`config.mk`:
```
export PLATFORM = sky130hd
export DESIGN_NAME = bin2bcd_seq_flat
export DESIGN_NICKNAME = d
export VERILOG_FILES = /design/src/rtl/bin2bcd_if.sv /design/src/rtl/bin2bcd_seq.sv /design/src/flat_wrapper.sv
export SDC_FILE = /design/constraint.sdc
export NUM_CORES = 1
export LEC_CHECK = 0
export CORE_MARGIN = 8
export CORE_UTILIZATION = 49
export DETAILED_ROUTE_END_ITERATION = 10
export GPL_ROUTABILITY_DRIVEN = 0
export PLACE_DENSITY = 0.76
export SKIP_CTS_REPAIR_TIMING = 1
export SLEW_MARGIN = 20
export SYNTH_ARGS = -nofsm -noshare
export SYNTH_HDL_FRONTEND = slang
export SYNTH_SLANG_ARGS = --single-unit
```
`constraint.sdc`:
```
create_clock -name clk -period 3.3 [get_ports clk]
set_clock_uncertainty 0.15 [all_clocks]
set_input_delay 0.99 -clock clk [delete_from_list [all_inputs] [get_ports clk]]
set_output_delay 0.99 -clock clk [all_outputs]
set_load 0.05 [all_outputs]
```
`src/rtl/bin2bcd_if.sv`:
```
// Handshake/data bundle between a requester and the bin2bcd_seq converter.
//   start : conversion request (requester -> converter)
//   bin   : binary value to convert (requester -> converter)
//   busy  : conversion in progress (converter -> requester)
//   done  : one-cycle result-valid pulse (converter -> requester)
//   ovf   : last converted value did not fit in DIGITS digits
//   bcd   : packed BCD digits, digit 0 in [3:0]
interface bin2bcd_if #(
    parameter int BIN_W  = 14,
    parameter int DIGITS = 4
);
    logic                start;
    logic [BIN_W-1:0]    bin;
    logic                busy;
    logic                done;
    logic                ovf;
    logic [4*DIGITS-1:0] bcd;

    modport master (
        output start, bin,
        input  busy, done, ovf, bcd
    );

    modport slave (
        input  start, bin,
        output busy, done, ovf, bcd
    );
endinterface

```
`src/rtl/bin2bcd_seq.sv`:
```
// Iterative shift-and-add-3 binary-to-BCD converter feeding per-digit
// 7-segment decoders. One conversion per accepted start; digits are held
// stable between conversions. Code 4'hF is used for blanked digits
// (leading zeros when LZB=1, every digit on overflow).
//
// Ports:
//   clk : rising-edge clock
//   rst : asynchronous active-high reset
//   bus : bin2bcd_if slave (start/bin in; busy/done/ovf/bcd out)
//
// state | meaning
// ------+--------------------------------------------------------------
// IDLE  | waiting for start; bcd/ovf hold the last result
// SHIFT | BIN_W add-3/shift iterations on the working register
// DONE  | one-cycle result-valid pulse, then back to IDLE
module bin2bcd_seq #(
    parameter int BIN_W  = 14,
    parameter int DIGITS = 4,
    parameter int LZB    = 1
) (
    input logic       clk,
    input logic       rst,
    bin2bcd_if.slave  bus
);

    localparam int WW = 4*DIGITS + BIN_W;
    localparam int CW = $clog2(BIN_W + 1);
    localparam logic [63:0] MAX_VAL = 64'(10**DIGITS) - 64'd1;

    // Reset/idle display of the value 0, honouring leading-zero blanking.
    function automatic logic [4*DIGITS-1:0] zero_bcd();
        logic [4*DIGITS-1:0] r;
        r = '0;
        if (LZB != 0) begin
            for (int i = 1; i < DIGITS; i++) r[4*i +: 4] = 4'hF;
        end
        return r;
    endfunction

    localparam logic [4*DIGITS-1:0] BCD_RST = zero_bcd();

    typedef enum logic [1:0] {IDLE, SHIFT, DONE} state_t;

    state_t              state_q;
    logic [WW-1:0]       work_q;
    logic [WW-1:0]       work_d;
    logic [CW-1:0]       cnt_q;
    logic                ovf_pend_q;
    logic                busy_q;
    logic                done_q;
    logic                ovf_q;
    logic [4*DIGITS-1:0] bcd_q;
    logic [4*DIGITS-1:0] digits_d;
    logic [4*DIGITS-1:0] bcd_d;
    logic                lead_zero;
    logic [63:0]         bin_ext;
    logic                ovf_cmp;

    assign bin_ext = 64'(bus.bin);
    assign ovf_cmp = (bin_ext > MAX_VAL);

    // One iteration: each digit >= 5 gets +3 (no inter-digit carry), then
    // shift the whole register left. Carries off the top digit are dropped;
    // overflow is flagged from the captured input instead.
    always_comb begin
        work_d = work_q;
        for (int i = 0; i < DIGITS; i++) begin
            if (work_q[BIN_W+4*i +: 4] >= 4'd5)
                work_d[BIN_W+4*i +: 4] = work_q[BIN_W+4*i +: 4] + 4'd3;
        end
        work_d = work_d << 1;
    end

    assign digits_d = work_d[WW-1:BIN_W];

    // Display formatting of the final digit field.
    always_comb begin
        bcd_d     = digits_d;
        lead_zero = 1'b1;
        if (ovf_pend_q) begin
            bcd_d = '1;
        end else if (LZB != 0) begin
            for (int i = DIGITS-1; i >= 1; i--) begin
                if (lead_zero && digits_d[4*i +: 4] == 4'd0)
                    bcd_d[4*i +: 4] = 4'hF;
                else
                    lead_zero = 1'b0;
            end
        end
    end

    always_ff @(posedge clk or posedge rst) begin
        if (rst) begin
            state_q    <= IDLE;
            work_q     <= '0;
            cnt_q      <= '0;
            ovf_pend_q <= 1'b0;
            busy_q     <= 1'b0;
            done_q     <= 1'b0;
            ovf_q      <= 1'b0;
            bcd_q      <= BCD_RST;
        end else begin
            case (state_q)
                IDLE: begin
                    done_q <= 1'b0;
                    if (bus.start) begin
                        work_q     <= {{(4*DIGITS){1'b0}}, bus.bin};
                        cnt_q      <= CW'(BIN_W);
                        ovf_pend_q <= ovf_cmp;
                        busy_q     <= 1'b1;
                        state_q    <= SHIFT;
                    end
                end
                SHIFT: begin
                    work_q <= work_d;
                    cnt_q  <= cnt_q - CW'(1);
                    if (cnt_q == CW'(1)) begin
                        state_q <= DONE;
                        busy_q  <= 1'b0;
                        done_q  <= 1'b1;
                        bcd_q   <= bcd_d;
                        ovf_q   <= ovf_pend_q;
                    end
                end
                DONE: begin
                    done_q  <= 1'b0;
                    state_q <= IDLE;
                end
                default: begin
                    busy_q  <= 1'b0;
                    done_q  <= 1'b0;
                    state_q <= IDLE;
                end
            endcase
        end
    end

    assign bus.busy = busy_q;
    assign bus.done = done_q;
    assign bus.ovf  = ovf_q;
    assign bus.bcd  = bcd_q;

endmodule

```
`src/flat_wrapper.sv`:
```
// flat-port wrapper written by rule: the top's interface ports become plain ports
module bin2bcd_seq_flat 
#(
    parameter int BIN_W  = 14,
    parameter int DIGITS = 4,
    parameter int LZB    = 1
)
  (clk, rst, bus_start, bus_bin, bus_busy, bus_done, bus_ovf, bus_bcd);
  bin2bcd_if #(.BIN_W(BIN_W), .DIGITS(DIGITS)) bus_i ();
  input logic clk;
  input logic rst;
  input wire logic [$bits(bus_i.start)-1:0] bus_start;
  input wire logic [$bits(bus_i.bin)-1:0] bus_bin;
  output wire logic [$bits(bus_i.busy)-1:0] bus_busy;
  output wire logic [$bits(bus_i.done)-1:0] bus_done;
  output wire logic [$bits(bus_i.ovf)-1:0] bus_ovf;
  output wire logic [$bits(bus_i.bcd)-1:0] bus_bcd;
  assign bus_i.start = bus_start;
  assign bus_i.bin = bus_bin;
  assign bus_busy = bus_i.busy;
  assign bus_done = bus_i.done;
  assign bus_ovf = bus_i.ovf;
  assign bus_bcd = bus_i.bcd;
  bin2bcd_seq #(.BIN_W(BIN_W), .DIGITS(DIGITS), .LZB(LZB)) u_core (.clk(clk), .rst(rst), .bus(bus_i));
endmodule
```
Yosys cells after proc, flatten, opt, wreduce, memory -nomap -nowiden
Index checks and enable logic that the tools add are counted.
{"block": "classes", "add_sub_neg": 5, "magnitude_cmp": 5, "n_eq_ne": 5, "muxes": 25, "bitwise": 1, "n_reduce_logical": 12}
{"operator": "$pmux 30 s2", "n": 1}
{"operator": "$mux 4", "n": 8}
{"operator": "$mux 30", "n": 1}
{"operator": "$ge 4x3->1 const B", "n": 4}
{"operator": "$gt 14x14->1 const B", "n": 1}
{"operator": "$add 4x2->4 const B", "n": 3}
{"operator": "$logic_not 4->1", "n": 3}
{"operator": "$mux 12", "n": 1}
{"operator": "$mux 1", "n": 8}
{"operator": "$pmux 4 s2", "n": 1}
{"operator": "$reduce_and 2->1", "n": 4}
{"operator": "$eq 4x1->1 const B", "n": 1}
{"operator": "$mux 2", "n": 2}
{"operator": "$pmux 2 s2", "n": 1}
{"operator": "$sub 4x1->4 const B", "n": 1}
{"operator": "$add 3x2->3 const B", "n": 1}
{"operator": "$mux 3", "n": 1}
{"operator": "$pmux 1 s3", "n": 1}
{"operator": "$reduce_and 3->1", "n": 1}
{"operator": "$eq 2x1->1 const B", "n": 1}
{"operator": "$eq 2x2->1 const B", "n": 1}
{"operator": "$logic_and 1x1->1", "n": 2}
{"operator": "$logic_not 2->1", "n": 1}
{"operator": "$ne 2x1->1 const B", "n": 1}
{"operator": "3 further kinds", "n": 3}
{"block": "word_totals", "regBits": 56, "inputBits": 17, "output_inout_bits": 19, "wordCells": 61}

Depth between registers and ports, before layout
{"block": "depth", "ltp_word": 11, "ltp_mapped": 9, "mapped_depth_nobuf": 8}

Least setup slack after synthesis
OpenSTA, ideal clock, no wires.
{"block": "synth_timing", "path_kind": "register -> register", "from": "register u_core.work_q[18]", "to": "register u_core.bcd_q[5], in the netlist u_core.bus.bcd[5]", "setup_time_ns": 0.081, "arrival_ns": 1.851, "t_required_ns": 3.069, "slack_ns": 1.218, "path_stages_with_launch": 9, "n_path_buf": 0, "synth_period_minus_slack_ns": 2.082, "cell_sequence": "dfrtp_1 > inv_1 > ha_1 > nand2b_1 > a21oi_1 > mux2_2 > or4_1 > o21ai_1 > a21oi_1"}
{"block": "synth_via", "elab_chain_len": 9, "elab_cells_between_ends": 11, "classes_between": "add/sub (1); order compare (1); mux (5); reduce/logical (4)"}
{"element": "from (decl)", "line_no": "bin2bcd_seq.sv:45", "text": "logic [WW-1:0] work_q;"}
{"element": "from (signal assigned)", "line_no": "bin2bcd_seq.sv:107", "text": "work_q <= {{(4*DIGITS){1'b0}}, bus.bin};"}
{"element": "from (signal assigned)", "line_no": "bin2bcd_seq.sv:115", "text": "work_q <= work_d;"}
{"element": "$add 4x2->4 or $ge 4x3->1 (tied branches)", "line_no": "bin2bcd_seq.sv:69, bin2bcd_seq.sv:68"}
{"element": "$mux 4 (*)", "line_no": "bin2bcd_seq.sv:68", "text": "if (work_q[BIN_W+4*i +: 4] >= 4'd5)"}
{"element": "$logic_not 4->1", "line_no": "bin2bcd_seq.sv:84", "text": "if (lead_zero && digits_d[4*i +: 4] == 4'd0)"}
{"element": "$logic_and 1x1->1", "line_no": "bin2bcd_seq.sv:84"}
{"element": "$mux 1", "line_no": "bin2bcd_seq.sv:84"}
{"element": "$mux 1", "line_no": "bin2bcd_seq.sv:80", "text": "if (ovf_pend_q) begin"}
{"element": "$logic_and 1x1->1", "line_no": "bin2bcd_seq.sv:84"}
{"element": "$mux 4 (*)", "line_no": "bin2bcd_seq.sv:84"}
{"element": "$mux 12 (*)", "line_no": "bin2bcd_seq.sv:80"}
{"element": "to (signal assigned)", "line_no": "bin2bcd_seq.sv:101", "text": "bcd_q <= BCD_RST;"}
{"element": "to (signal assigned)", "line_no": "bin2bcd_seq.sv:121", "text": "bcd_q <= bcd_d;"}
{"element": "to (decl)", "line_no": "bin2bcd_seq.sv:52", "text": "logic [4*DIGITS-1:0] bcd_q;"}
Mark *: on every way between the ends. The rest lies on a longest branch, timed or not. The select of a mux whose other input is x is not followed.
A chain may end at the register's enable or synchronous reset.

Final worst setup path
{"block": "layout_timing", "from": "register u_core.bcd_q[8], in the netlist u_core.bus.bcd[8]", "to": "output bus_bcd[8]"}
{"element": "to (decl)", "line_no": "flat_wrapper.sv:17", "text": "output wire logic [$bits(bus_i.bcd)-1:0] bus_bcd;"}
No word-level cell between the ends.

==> results_dict.tcl <==
set metrics [dict create \
    wl_per_cell_um 14.9 \
    antenna_found_initial 0 \
    cp-end-kind "primary output" \
    grt_pass1_wl_um 10600 \
    setup_viol 0 \
    portBuffers 35 \
    drt_wl_total_um 5970 \
    cts_root_buf "clkbuf_8" \
    core_area_mm2 0.00551 \
    viasPerCell 5.71 \
    yosysTopAreaCell "dfrtp_1" \
    first_global_vias 2312 \
    met2_length_um 2800 \
    period_share_pct 84.9 \
    grt-ovfl-total 0 \
    synth_cell_types 48 \
    avgSynthCellArea_um2 9.61 \
    critPathMaxFanout 2 \
    drt-pass1-iter-count 4 \
    clock_path_buffers 2 \
    die_area_mm2 0.00840 \
    drv_cap 0 \
    hold_class "reg -> reg" \
    synth_cells 292 \
    grt_start_max_net_pins 45 \
    met3_length_um 323 \
    synth_seq_cells 56 \
    antenna_left 0 \
    crit_type "reg -> out" \
    crit_buf_inv 1 \
    report.final.slew_viol_count 0 \
    start_util_pct 50.9 \
    ios 36 \
    cts_buffers 5 \
    crit_arrival_ps 1660 \
    critPathLaunchType "flop" \
    clock-sinks 56 \
    relSlewSlack_pct 63.9 \
    dp_slack_ps 694 \
    area_delta_synth_final_pct 19.3 \
    cts.clk_slew.worst_paths_ps 110 \
    power_frac_comb_pct 55.0 \
    power.switching_w 0.00175 \
    htreeDepth 2 \
    synth_nets 319 \
    rsz0062_at_grt "false" \
    dieHeight_um 91.7 \
    crit_chain "clkdlybuf4s50_1" \
    peakVddDrop_uv 545 \
    die_x_um 91.7 \
    ys_async_sr_fraction_pct 100 \
    pwr-share-clk_pct 10.2 \
    wl_met1_um 2740 \
    seqPwrFrac_pct 34.8 \
    cp_slowest_cell "clkdlybuf4s50_1" \
    status "finished clean" \
    p_int_w 0.00198 \
    worst_skew_pair.late_latency_ps 320 \
    track_usage_pct 15.1 \
    period_needed_ps 2800 \
    placementRows 27 \
    yosys_warnings 0 \
    max_freq_mhz 357 \
    layout-drive-gt1-share_pct 12.8 \
    drt_iter0_drc 125 \
    whs_ps 343 \
    syn_area_mm2 0.00281 \
    cpLargestDelayFamily "buffers and inverters" \
    power.density_mw_per_mm2 1110 \
    dr.max_layer_used "met4" \
    hold_violations 0 \
    slowest_delay_ps 800 \
    p_sw_share_pct 46.9 \
    nNetsFinal 355 \
    cts_tree "built" \
    vias 2289 \
    synth_area_leaders "dfrtp_1, dfstp_2, o21ai_0, nand2_1, ha_1" \
    required_ps 2160 \
    synthFlopType "dfrtp_1" \
    tns_ps 0 \
    synth_seq_area_share_pct 50.5 \
    drc 0 \
    max_slew.worst_pin.slew_ps 538 \
    place_hpwl_um 4400 \
    synth_edf_count 0 \
    synth_top_area_share_pct 39.3 \
    power.leakage_nw 1.39 \
    insertedDiodeCount 0 \
    fin_ws_ps 499 \
]
## tightest hold or removal path, stage by stage, from the launching register on
cell     delay (ps)
dfrtp_1         360
nand2_1          50
o21ai_0          60
## cells in the mapped netlist, drive strengths merged (4+ instances only)
cell type,instances
o21ai,46
dfrtp,44
nand2,37
nor2,25
a21oi,15
inv,15
a22oi,14
dfstp,12
clkbuf,10
ha,10
nand2b,6
nor3b,5
a31oi,4
buf,4
## cell type report
class	count	area, um^2
multi-input cells	207	1270
clock inverters	3	21.3
clock buffers	5	68.8
well taps	72	90.1
inverters	15	56.3
flip-flops and latches	56	1420
fillers	461	2160
repair buffers	43	423
## per-stage QoR
step / power [W] / area (um^2) / util [%] / instances
4_1_cts: 0.00374 / 3350 / 60.8 / 401
6_report: 0.00372 / 3350 / 60.8 / 401
3_5_place_dp: 0.00336 / 3260 / 59.1 / 393
5_1_grt: 0.00401 / 3350 / 60.8 / 401
3_3_place_gp: 0.00330 / 3260 / 59.1 / 393
2_1_floorplan: 0.00280 / 2810 / - / 292
## power groups by stage
| stage | sequential, W | clock (W) | combinational [W] |
|---|---|---|---|
| finish | 0.00130 | 0.000379 | 0.00205 |
| global route | 0.00134 | 0.000414 | 0.00225 |
| detailed placement | 0.00131 | 0 | 0.00206 |
| floorplan | 0.00166 | 0 | 0.00113 |
| CTS | 0.00130 | 0.000390 | 0.00206 |
| global placement | 0.00130 | 0 | 0.00200 |
## flip-flops by register name, summed over array words and instances (netlist names)
register / flops
u_core.cnt_q: 4
u_core.bus.bcd: 16
u_core.bus.busy: 1
u_core.bus.ovf: 1
u_core.ovf_pend_q: 1
u_core.bus.done: 1
u_core.work_q: 30
u_core.state_q: 2
## metal layers
layer	vias to the layer above	track usage, %
met2	75	23.9
li1	1107	-
met5	-	0
met3	10	3.75
met1	1097	19.2
met4	0	6.00
## cells by family (layout without fill, tap and decap cells)
| family | after synthesis | after routing | share of synthesized area [%] |
|---|---|---|---|
| AO/OA/AOI/OAI | 96 | 96 | 21.9 |
| XOR/XNOR | 3 | 3 | 0.937 |
| adder cells (fa/ha/maj) | 10 | 10 | 4.46 |
| buffers and inverters | 29 | 66 | 4.24 |
| flip-flops | 56 | 56 | 50.5 |
| multiplexers | 4 | 4 | 1.56 |
| AND/OR/NAND/NOR | 94 | 94 | 16.5 |
## cells in the final DEF, fill, tap and decap left out, types with 3 or more instances in the layout
master and n:
a21oi_1 13, clkbuf_8 5, a22oi_1 14, inv_1 14, a31oi_1 4, nor3b_1 5, o32a_1 3, dfrtp_1 44
mux2_2 3, nor2b_1 3, o21ai_0 44, nand2b_1 5, buf_4 7, ha_1 10, dfstp_2 12, clkdlybuf4s50_1 35
nand3_1 3, xnor2_1 3, nand2_1 37, nor2_1 25, o22a_1 3, nor3_1 3
## worst paths after layout
| path | to | from | slack, ps | cells past startpoint |
|---|---|---|---|---|
| worst min-delay path | u_core.work_q[7] | u_core.work_q[7] | 340 | 2 |
| min in group asynchronous | u_core.cnt_q[1] | rst | 770 | 2 |
| worst max-delay path | bus_bcd[8] | u_core.bus.bcd[8] | 500 | 1 |
| max in group asynchronous | u_core.bus.bcd[13] | rst | 1640 | 3 |
| worst max register to register | u_core.bus.bcd[5] | u_core.work_q[18] | 1020 | 8 |
| worst min register to register | u_core.work_q[7] | u_core.work_q[7] | 340 | 2 |
(Power assumes the default switching activity.)
